`src/rtl/sub_bytes_engine_if.sv`:
```
// Request/response bundle for sub_bytes_engine.
// With SUB_BYTES_INV_EN defined, an inverse-select line travels with start.
interface sub_bytes_engine_if;
    logic         start;
    logic [127:0] data_in;
`ifdef SUB_BYTES_INV_EN
    logic         inverse;
`endif
    logic         busy;
    logic         data_valid;
    logic [127:0] data_out;

`ifdef SUB_BYTES_INV_EN
    modport master (output start, output data_in, output inverse,
                    input busy, input data_valid, input data_out);
    modport slave  (input start, input data_in, input inverse,
                    output busy, output data_valid, output data_out);
`else
    modport master (output start, output data_in,
                    input busy, input data_valid, input data_out);
    modport slave  (input start, input data_in,
                    output busy, output data_valid, output data_out);
`endif
endinterface

```
`src/rtl/sub_bytes_engine.sv`:
```
// Iterative AES SubBytes: LANES bytes per cycle through combinational S-box lanes.
// Optional macro SUB_BYTES_INV_EN adds per-job selectable inverse S-box lanes.

// Multiplicative inverse in GF(2^8) mod x^8+x^4+x^3+x+1, computed as a^254 (0 maps to 0).
module gf_inverse (
    input  logic [7:0] a_i,
    output logic [7:0] y_o
);
    function automatic logic [7:0] gf_mul(input logic [7:0] a, input logic [7:0] b);
        logic [7:0] p;
        logic [7:0] t;
        p = 8'h00;
        t = a;
        for (int i = 0; i < 8; i++) begin
            if (b[i]) p = p ^ t;
            t = {t[6:0], 1'b0} ^ (t[7] ? 8'h1b : 8'h00);
        end
        return p;
    endfunction

    logic [7:0] x2, x3, x6, x12, x15, x30, x60, x120, x240, x252;

    always_comb begin
        x2   = gf_mul(a_i, a_i);
        x3   = gf_mul(x2, a_i);
        x6   = gf_mul(x3, x3);
        x12  = gf_mul(x6, x6);
        x15  = gf_mul(x12, x3);
        x30  = gf_mul(x15, x15);
        x60  = gf_mul(x30, x30);
        x120 = gf_mul(x60, x60);
        x240 = gf_mul(x120, x120);
        x252 = gf_mul(x240, x12);
        y_o  = gf_mul(x252, x2);
    end
endmodule

// Forward S-box: field inverse followed by the affine transform.
module s_box_lookup (
    input  logic [7:0] a_i,
    output logic [7:0] y_o
);
    logic [7:0] inv;

    gf_inverse u_inv (
        .a_i (a_i),
        .y_o (inv)
    );

    assign y_o = inv ^ {inv[6:0], inv[7]} ^ {inv[5:0], inv[7:6]} ^ {inv[4:0], inv[7:5]}
               ^ {inv[3:0], inv[7:4]} ^ 8'h63;
endmodule

`ifdef SUB_BYTES_INV_EN
// Inverse S-box: inverse affine transform followed by the field inverse.
module inv_s_box_lookup (
    input  logic [7:0] a_i,
    output logic [7:0] y_o
);
    logic [7:0] aff;

    assign aff = {a_i[6:0], a_i[7]} ^ {a_i[4:0], a_i[7:5]} ^ {a_i[1:0], a_i[7:2]} ^ 8'h05;

    gf_inverse u_inv (
        .a_i (aff),
        .y_o (y_o)
    );
endmodule
`endif

module sub_bytes_engine #(
    parameter int unsigned LANES = 4
) (
    input  logic               clk,
    input  logic               n_rst,
    sub_bytes_engine_if.slave  bus
);
    localparam int unsigned Steps = 16 / LANES;
    localparam int unsigned CntW  = (Steps > 1) ? $clog2(Steps) : 1;
    localparam logic [CntW-1:0] LastCnt = CntW'(Steps - 1);

    typedef enum logic [1:0] {StIdle, StRun, StDone} state_e;

    state_e           state_q, state_d;
    logic [CntW-1:0]  cnt_q, cnt_d;
    // Byte 0 lives in the top slice, so byte i sits at element 15-i.
    logic [15:0][7:0] work_q, work_d;
    logic [15:0][7:0] out_q, out_d;
    logic             busy_q, busy_d;
    logic             valid_q, valid_d;

    logic [3:0]       lane_idx [LANES];
    logic [7:0]       lane_in  [LANES];
    logic [7:0]       lane_out [LANES];
    logic [7:0]       fwd_out  [LANES];
`ifdef SUB_BYTES_INV_EN
    logic             inv_q, inv_d;
    logic [7:0]       inv_out  [LANES];
`endif

    always_comb begin
        for (int l = 0; l < int'(LANES); l++) begin
            lane_idx[l] = 4'(15 - (int'(cnt_q) * int'(LANES) + l));
            lane_in[l]  = work_q[lane_idx[l]];
        end
    end

    for (genvar g = 0; g < int'(LANES); g++) begin : g_lane
        s_box_lookup u_fwd (
            .a_i (lane_in[g]),
            .y_o (fwd_out[g])
        );
`ifdef SUB_BYTES_INV_EN
        inv_s_box_lookup u_inv (
            .a_i (lane_in[g]),
            .y_o (inv_out[g])
        );
        assign lane_out[g] = inv_q ? inv_out[g] : fwd_out[g];
`else
        assign lane_out[g] = fwd_out[g];
`endif
    end

    always_comb begin
        state_d = state_q;
        cnt_d   = cnt_q;
        work_d  = work_q;
        out_d   = out_q;
        valid_d = 1'b0;
        busy_d  = (state_q != StIdle);
`ifdef SUB_BYTES_INV_EN
        inv_d   = inv_q;
`endif
        unique case (state_q)
            StIdle: begin
                // busy_q still covers the valid cycle, so a start there is dropped.
                if (bus.start && !busy_q) begin
                    work_d  = bus.data_in;
                    cnt_d   = '0;
                    state_d = StRun;
`ifdef SUB_BYTES_INV_EN
                    inv_d   = bus.inverse;
`endif
                end
            end
            StRun: begin
                for (int l = 0; l < int'(LANES); l++) begin
                    work_d[lane_idx[l]] = lane_out[l];
                end
                if (cnt_q == LastCnt) begin
                    state_d = StDone;
                end else begin
                    cnt_d = cnt_q + 1'b1;
                end
            end
            StDone: begin
                out_d   = work_q;
                valid_d = 1'b1;
                state_d = StIdle;
            end
            default: state_d = StIdle;
        endcase
    end

    always_ff @(posedge clk or negedge n_rst) begin
        if (!n_rst) begin
            state_q <= StIdle;
            cnt_q   <= '0;
            work_q  <= '0;
            out_q   <= '0;
            busy_q  <= 1'b0;
            valid_q <= 1'b0;
`ifdef SUB_BYTES_INV_EN
            inv_q   <= 1'b0;
`endif
        end else begin
            state_q <= state_d;
            cnt_q   <= cnt_d;
            work_q  <= work_d;
            out_q   <= out_d;
            busy_q  <= busy_d;
            valid_q <= valid_d;
`ifdef SUB_BYTES_INV_EN
            inv_q   <= inv_d;
`endif
        end
    end

    assign bus.busy       = busy_q;
    assign bus.data_valid = valid_q;
    assign bus.data_out   = out_q;
endmodule

```
`src/flat_wrapper.sv`:
```
// flat-port wrapper written by rule: the top's interface ports become plain ports
module sub_bytes_engine_flat 
#(
    parameter int unsigned LANES = 4
)
  (clk, n_rst, bus_start, bus_data_in, bus_busy, bus_data_valid, bus_data_out);
  sub_bytes_engine_if bus_i ();
  input  logic clk;
  input  logic n_rst;
  input wire logic [$bits(bus_i.start)-1:0] bus_start;
  input wire logic [$bits(bus_i.data_in)-1:0] bus_data_in;
  output wire logic [$bits(bus_i.busy)-1:0] bus_busy;
  output wire logic [$bits(bus_i.data_valid)-1:0] bus_data_valid;
  output wire logic [$bits(bus_i.data_out)-1:0] bus_data_out;
  assign bus_i.start = bus_start;
  assign bus_i.data_in = bus_data_in;
  assign bus_busy = bus_i.busy;
  assign bus_data_valid = bus_i.data_valid;
  assign bus_data_out = bus_i.data_out;
  sub_bytes_engine #(.LANES(LANES)) u_core (.clk(clk), .n_rst(n_rst), .bus(bus_i));
endmodule
```
`config.mk`:
```
export PLATFORM = sky130hd
export DESIGN_NAME = sub_bytes_engine_flat
export DESIGN_NICKNAME = d
export VERILOG_FILES = /design/src/rtl/sub_bytes_engine_if.sv /design/src/rtl/sub_bytes_engine.sv /design/src/flat_wrapper.sv
export SDC_FILE = /design/constraint.sdc
export NUM_CORES = 2
export LEC_CHECK = 0
export ABC_CLOCK_PERIOD_IN_PS = 23300
export CORE_ASPECT_RATIO = 1.1
export CORE_MARGIN = 3
export CORE_UTILIZATION = 28
export DETAILED_ROUTE_END_ITERATION = 16
export SYNTH_ARGS = -nofsm -noshare
export SYNTH_HDL_FRONTEND = slang
export SYNTH_SLANG_ARGS = --single-unit
```
`constraint.sdc`:
```
create_clock -name clk -period 23.3 [get_ports clk]
set_input_delay 3.495 -clock clk [delete_from_list [all_inputs] [get_ports clk]]
set_output_delay 3.495 -clock clk [all_outputs]
set_load 0.005 [all_outputs]
```
### Yosys cells after proc, flatten, opt, wreduce, memory -nomap -nowiden

Index checks and enable logic that the tools add are counted.

* register bits: 262
* word-level logic and storage cells: 1395

* add/subtract/negate cells: 8
* order comparisons: 8
* equal/unequal tests: 6
* mux-type cells: 689
* bitwise logic cells: 636
* reductions and logical operators: 12

Operators by type and width (count)
* bitwise XOR 8 bit: 632
* 2-to-1 mux 8 bit: 360
* 2-to-1 mux 5 bit: 308
* bitwise mux 128 bit: 4
* one-hot mux 128 bit (2 select lines): 1
* binary-select mux 8 bit (select 4 bit): 4
* demux 8 bit (select 4 bit): 4
* 2-to-1 mux 128 bit: 1
* less-than comparator 4 x 5 -> 1 bit (second input constant): 4
* greater-or-equal comparator 4 x 1 -> 1 bit (second input constant): 4
* inverter 4 bit: 4
* subtractor 1 x 4 -> 4 bit (first input constant): 3
* adder 4 x 2 -> 4 bit (second input constant): 2
* 2-to-1 mux 2 bit: 4
* one-hot mux 2 bit (2 select lines): 2
* logical AND 1 bit: 5
* adder 4 x 1 -> 4 bit (second input constant): 1
* == test 2 bit (second input constant): 2
* inequality test 2 x 1 -> 1 bit (second input constant): 2
* AND reduction 2 bit: 2
* nonzero test 2 bit: 2
* subtractor 4 bit (first input constant): 1
* AND reduction 3 bit: 1
* adder 2 x 1 -> 2 bit (second input constant): 1
* 5 further kinds: 5

### Depth between registers and ports, before layout

* depth in word-level cells: 189
* gate-level depth with buffers: 86
* depth with buffers taken out: 73

### Hierarchy

Synthesis repeated with hierarchy kept, for this count alone.

* cells, all modules: 6417
* area, all modules: 54698.7 um^2

By module, submodules not included
* gf_inverse: instances 4, cells each 1309, area each 10572.6 um^2
* sub_bytes_engine: instances 1, cells each 1117, area each 11582.4 um^2
* s_box_lookup: instances 4, cells each 16, area each 206.4 um^2

### Worst setup path before layout

OpenSTA, ideal clock, no wires.

* path kind: register -> register
* from: register u_core.cnt_q[0]
* to: register u_core.work_q[39] in the netlist's numbering
* library setup time: 0.076 ns
* arrival: 19.797 ns
* setup slack: 3.427 ns
* stages on the path, launching flop included: 80
* buffers on the path: 12
* clock period less this slack: 19.873 ns
* cell sequence: dfrtp_1 -> buf_6 -> buf_12 -> buf_12 -> mux4_2 -> buf_4 -> buf_4 -> clkbuf_1 -> ha_1 -> inv_1 -> xnor3_1 -> nand2_1 -> xnor2_1 -> xnor3_1 -> buf_2 -> xnor2_1 -> nor2b_1 -> xnor3_1 -> [... 44 more ...] -> a311o_1 -> xnor3_2 -> xor2_2 -> nand2_1 -> xnor3_1 -> xor2_2 -> xnor2_2 -> xnor2_2 -> xnor2_1 -> xor2_1 -> nor2_1 -> xnor2_1 -> xnor2_1 -> xnor2_1 -> xnor3_1 -> xor2_1 -> nor2_1 -> o21ai_1

* cells in the longest elaborated chain, start to end: 181

RTL lines
* start, declared: line sub_bytes_engine.sv:85 `logic [CntW-1:0] cnt_q, cnt_d;`
* start signal, assigned: line sub_bytes_engine.sv:178 `cnt_q <= cnt_d;`
* adder 4 x 1 -> 4 bit / subtractor 4 bit (equally long branches): line sub_bytes_engine.sv:103 `lane_idx[l] = 4'(15 - (int'(cnt_q) * int'(LANES) + l));`
* subtractor 1 x 4 -> 4 bit / binary-select mux 8 bit (select 4 bit) (equally long branches): line sub_bytes_engine.sv:103, sub_bytes_engine.sv:104
* binary-select mux 8 bit (select 4 bit) / 2-to-1 mux 8 bit (equally long branches): line sub_bytes_engine.sv:104 `lane_in[l] = work_q[lane_idx[l]];`
* 2-to-1 mux 8 bit (not written as such) (tied with other cells): line sub_bytes_engine.sv:104
* 2-to-1 mux 5 bit (tied with other cells): line sub_bytes_engine.sv:16 `t = {t[6:0], 1'b0} ^ (t[7] ? 8'h1b : 8'h00);`
* bitwise XOR 8 bit (tied with other cells): line sub_bytes_engine.sv:16
* bitwise XOR 8 bit / 2-to-1 mux 8 bit (equally long branches): line sub_bytes_engine.sv:15 `if (b[i]) p = p ^ t;`
* 2-to-1 mux 8 bit / bitwise XOR 8 bit (equally long branches): line sub_bytes_engine.sv:15
* [... 163 more ...]
* bitwise XOR 8 bit / 2-to-1 mux 8 bit (equally long branches): line sub_bytes_engine.sv:15
* 2-to-1 mux 8 bit / bitwise XOR 8 bit (equally long branches): line sub_bytes_engine.sv:15, sub_bytes_engine.sv:50
* bitwise XOR 8 bit (2 in series): line sub_bytes_engine.sv:50 `assign y_o = inv ^ {inv[6:0], inv[7]} ^ {inv[5:0], inv[7:6]} ^ {inv[4:0], inv[7:5]}`
* bitwise XOR 8 bit, on equally long branches: line sub_bytes_engine.sv:50, sub_bytes_engine.sv:51
* bitwise XOR 8 bit / bitwise mux 128 bit (equally long branches): line sub_bytes_engine.sv:51, sub_bytes_engine.sv:148
* bitwise mux 128 bit (2 in series): line sub_bytes_engine.sv:148 `work_d[lane_idx[l]] = lane_out[l];`
* bitwise mux 128 bit *: line sub_bytes_engine.sv:148
* one-hot mux 128 bit (2 select lines) *: line sub_bytes_engine.sv:134 `unique case (state_q)`
* end signal, assigned: line sub_bytes_engine.sv:179 `work_q <= work_d;`
* end, declared: line sub_bytes_engine.sv:87 `logic [15:0][7:0] work_q, work_d;`

Every way passes the cells marked *; elsewhere a longest branch is shown, timed or not. The select of a mux whose other input is x is not followed.
A chain may end at the register's enable or synchronous reset.

### Worst setup path after layout

* from: register u_core.cnt_q[1]
* to: register u_core.work_q[84] in the netlist's numbering

* cells in the longest elaborated chain, start to end: 181

RTL lines (line)
* adder 4 x 1 -> 4 bit / subtractor 4 bit (equally long branches): sub_bytes_engine.sv:103
* subtractor 1 x 4 -> 4 bit / binary-select mux 8 bit (select 4 bit) (equally long branches): sub_bytes_engine.sv:103, sub_bytes_engine.sv:104
* binary-select mux 8 bit (select 4 bit) / 2-to-1 mux 8 bit (equally long branches): sub_bytes_engine.sv:104
* 2-to-1 mux 8 bit (not written as such) (tied with other cells): sub_bytes_engine.sv:104
* 2-to-1 mux 5 bit (tied with other cells): sub_bytes_engine.sv:16
* bitwise XOR 8 bit (tied with other cells): sub_bytes_engine.sv:16
* bitwise XOR 8 bit / 2-to-1 mux 8 bit (equally long branches): sub_bytes_engine.sv:15
* 2-to-1 mux 8 bit / bitwise XOR 8 bit (equally long branches): sub_bytes_engine.sv:15
* [... 163 more ...]
* bitwise XOR 8 bit / 2-to-1 mux 8 bit (equally long branches): sub_bytes_engine.sv:15
* 2-to-1 mux 8 bit / bitwise XOR 8 bit (equally long branches): sub_bytes_engine.sv:15, sub_bytes_engine.sv:50
* bitwise XOR 8 bit (2 in series): sub_bytes_engine.sv:50
* bitwise XOR 8 bit, on equally long branches: sub_bytes_engine.sv:50, sub_bytes_engine.sv:51
* bitwise XOR 8 bit / bitwise mux 128 bit (equally long branches): sub_bytes_engine.sv:51, sub_bytes_engine.sv:148
* bitwise mux 128 bit (2 in series): sub_bytes_engine.sv:148
* bitwise mux 128 bit *: sub_bytes_engine.sv:148
* one-hot mux 128 bit (2 select lines) *: sub_bytes_engine.sv:134

Marks and branches as above.

==> flow_metrics.tcl <==
set metrics [dict create \
    first_global_vias 47400 \
    drive_gt1_share_pct 10.3 \
    ys_ff_latch 262 \
    vias 48600 \
    antenna_found_initial 9 \
    rsz0062_at_grt "false" \
    yosys_warnings 0 \
    netlist_top_cells_area "xnor2_1 (19%), dfrtp_1 (12%), xnor3_1 (9.9%)" \
    design.core.area_sq_mm 0.195 \
    fp.dieW_um 429 \
    ys.flop_type "dfrtp_1" \
    clock-sinks 262 \
    syn_to_final_growth_pct 12.0 \
    fin_crit_sh_pct 93.4 \
    crit_buf_inv 7 \
    path_clk_slew_ps 70 \
    io_pins 261 \
    cp.arrival_ps 22240 \
    synthXorXnorAreaFrac_pct 42.6 \
    io_buffers 260 \
    hold_viol 0 \
    synth_edf_count 0 \
    synth_top_area_share_pct 19.2 \
    worst-r2r-cell-count 69 \
    max_stage_delay_ps 670 \
    cts_tree "done" \
    path_delay_family "XOR/XNOR gates" \
    grt_max_degree 76 \
    slew_violations 0 \
    status "finished clean" \
    max_freq_ghz 0.0460 \
    setup_viol 0 \
    synthAdderAreaFrac_pct 0.726 \
    dr.pass1.iters 7 \
    cp_num_cells 69 \
    first_iter_violations 3843 \
    routedWlPerCell_um 19.1 \
    tns_ps 0 \
    cp_max_fo 20 \
    viasPerCell 5.13 \
    hold_depth 2 \
    slew_headroom_pct 19.5 \
    final_net_count 7021 \
    synth_cells 6739 \
    antenna_left 0 \
    synth_area_sq_mm 0.0552 \
    hold_class "reg -> reg" \
    synthSimpleGateAreaFrac_pct 18.4 \
    place_hpwl_mm 134 \
    synth_commonest_cells "xnor2_1 (1209), nand2_1 (1011), nor2_1 (718)" \
    grt-ovfl-total 0 \
    crit_path_start_kind "flop" \
    fill_cells 20400 \
    synth_compound_area_share_pct 14.6 \
    syn_nets 6902 \
    crit_path_frequent_cell "xnor2_1" \
    cp_slowest_cell "dfrtp_4" \
    htreeDepth 1 \
    wl_mm 181 \
    synthArstFlopShare_pct 100 \
    maxCapViolCount 0 \
    end_kind "flop" \
    start_util_pct 28.2 \
    route.detailed.drc 0 \
    synth_top_family_by_area "XOR/XNOR gates" \
    crit_type "reg -> reg" \
    synth_largest_area_cell "xnor2_1" \
    clk_path_buf_depth 3 \
    grt_usage_pct 17.0 \
    die_y_um 472 \
    finalCriticalPeriod_ps 21750 \
    gp_congestion 0.912 \
    synthMuxAreaShare_pct 6.29 \
    clock_skew_ps 29.9 \
    cts-root-buf "clkbuf_16" \
    synth_cell_types 140 \
    synth_most_common_cell "xnor2_1" \
    clock_latency_ps 620 \
    cts_made_buffers 31 \
    dieArea_sq_mm 0.202 \
    worstMarginPinSlew_ps 1200 \
    seq_area_frac_synth_pct 11.9 \
    rows 170 \
    grt_pass1_wl_mm 279 \
    syn-mean-instance-area_sq_um 8.19 \
    worstPathRequired_ps 23780 \
]
-- state kept, by name, summed over array words and instances (netlist names) --
| signal | cells |
|---|---|
| u_core.cnt_q | 2 |
| u_core.bus.data_valid | 1 |
| u_core.work_q | 128 |
| u_core.state_q | 2 |
| u_core.bus.busy | 1 |
| u_core.bus.data_out | 128 |
-- cells in the final DEF (no fill, tap or decap), types with 20 or more instances in the layout --
cell type	Yosys	routed
clkbuf_16	0	31
a211oi_1	36	36
o21ai_0	286	286
dfrtp_1	262	260
xor3_1	30	30
xnor3_1	242	241
ha_1	32	32
nor2b_1	72	72
mux2_2	44	44
nor3_1	118	118
xnor3_2	31	32
clkdlybuf4s50_1	0	259
nand2_1	1011	1007
mux4_2	28	28
xnor2_2	100	113
o22ai_1	69	69
nand3_1	113	113
xnor2_1	1209	1195
xor2_1	372	368
and2_1	36	36
a21oi_1	257	257
buf_4	32	254
mux2i_1	218	218
and3_1	22	22
nor2_1	718	714
nand2b_1	59	58
or3_1	26	26
a22oi_1	149	149
inv_1	94	93
nor3b_1	21	20
xor2_2	25	27
nor4_1	20	20
o211ai_1	35	35
o21ai_1	53	53
a31oi_1	38	38
-- kinds of logic (layout without fill, tap and decap cells) --
family | Yosys count | after routing
xor gates and xnor gates | 2035 | 2035
DFF | 262 | 262
buffers and inverters | 556 | 698
AOI/OAI and AO/OA | 1225 | 1225
other | 0 | 6
adders and majority gates | 32 | 32
muxes | 299 | 299
and+or+nand+nor | 2330 | 2330
-- routing by layer --
metal | GRT usage (%) | part of all wire [%] | vias to the layer above | routed length (um)
met2 | 30.2 | 50 | 1466 | 89600
met5 | 0 | 0.0061 | - | 11
li1 | - | - | 23300 | -
met1 | 20.9 | 41 | 23600 | 74800
met4 | 6.99 | 4.5 | 2 | 8200
met3 | 1.51 | 4.6 | 269 | 8410
-- worst register-to-register path: cells and delay by family (launching register included) --
family | cells | cell delay (ps)
fa+ha+maj | 4 | 2020
flops | 1 | 670
mux | 4 | 1110
compound gates | 2 | 440
simple gates | 10 | 1500
xor+xnor | 42 | 14020
buf+inv | 7 | 1860
-- layout make-up --
class                      count  area (sq um)  share of cell area (%)
multi-input combinational   5921         45800                    74.1
sequential                   262          6560                    10.6
timing repair buffer         518          4590                    7.42
tap                         2580          3230                    5.23
clock buffer                  40           890                    1.44
inverter                     124           479                   0.776
clock inverter                16           226                   0.367
antenna                        6          15.0                  0.0243
-- stage by stage --
| stage | instances | setup slack, ps | util (%) | area [sq um] | hold slack (ps) |
|---|---|---|---|---|---|
| 4_1_cts | 9456 | 224 | 31.5 | 61600 | 481 |
| 3_5_place_dp | 9400 | 302 | 30.9 | 60500 | 462 |
| 6_report | 9467 | 1550 | 31.6 | 61800 | 478 |
| 5_1_grt | 9466 | 84.0 | 31.6 | 61800 | 496 |
| 3_3_place_gp | 9400 | 582 | 30.9 | 60500 | 461 |
| 2_1_floorplan | 6739 | 3430 | - | 55200 | 450 |
-- worst paths after layout --
check,start,endpoint,slack [ps]
worst max-delay path,u_core.cnt_q[1],u_core.work_q[84],1550
worst min-delay path,u_core.bus.data_out[57],u_core.bus.data_out[57],480
worst max register to register,u_core.cnt_q[1],u_core.work_q[84],1550
worst min register to register,u_core.bus.data_out[57],u_core.bus.data_out[57],480
max in group asynchronous,n_rst,u_core.bus.data_out[104],18230
min in group asynchronous,n_rst,u_core.bus.data_out[119],2800
-- repair_timing --
| item | in CTS | in global routing |
|---|---|---|
| buffers inserted | 0 | 5 |
| hold buffers | 0 | 0 |
| endpoints found under the setup margin | 0 | 58 |
| resized for setup | 0 | 15 |
Power is not shown: default switching activity piles up to over one toggle a cycle in this logic, so the estimate is an artifact.
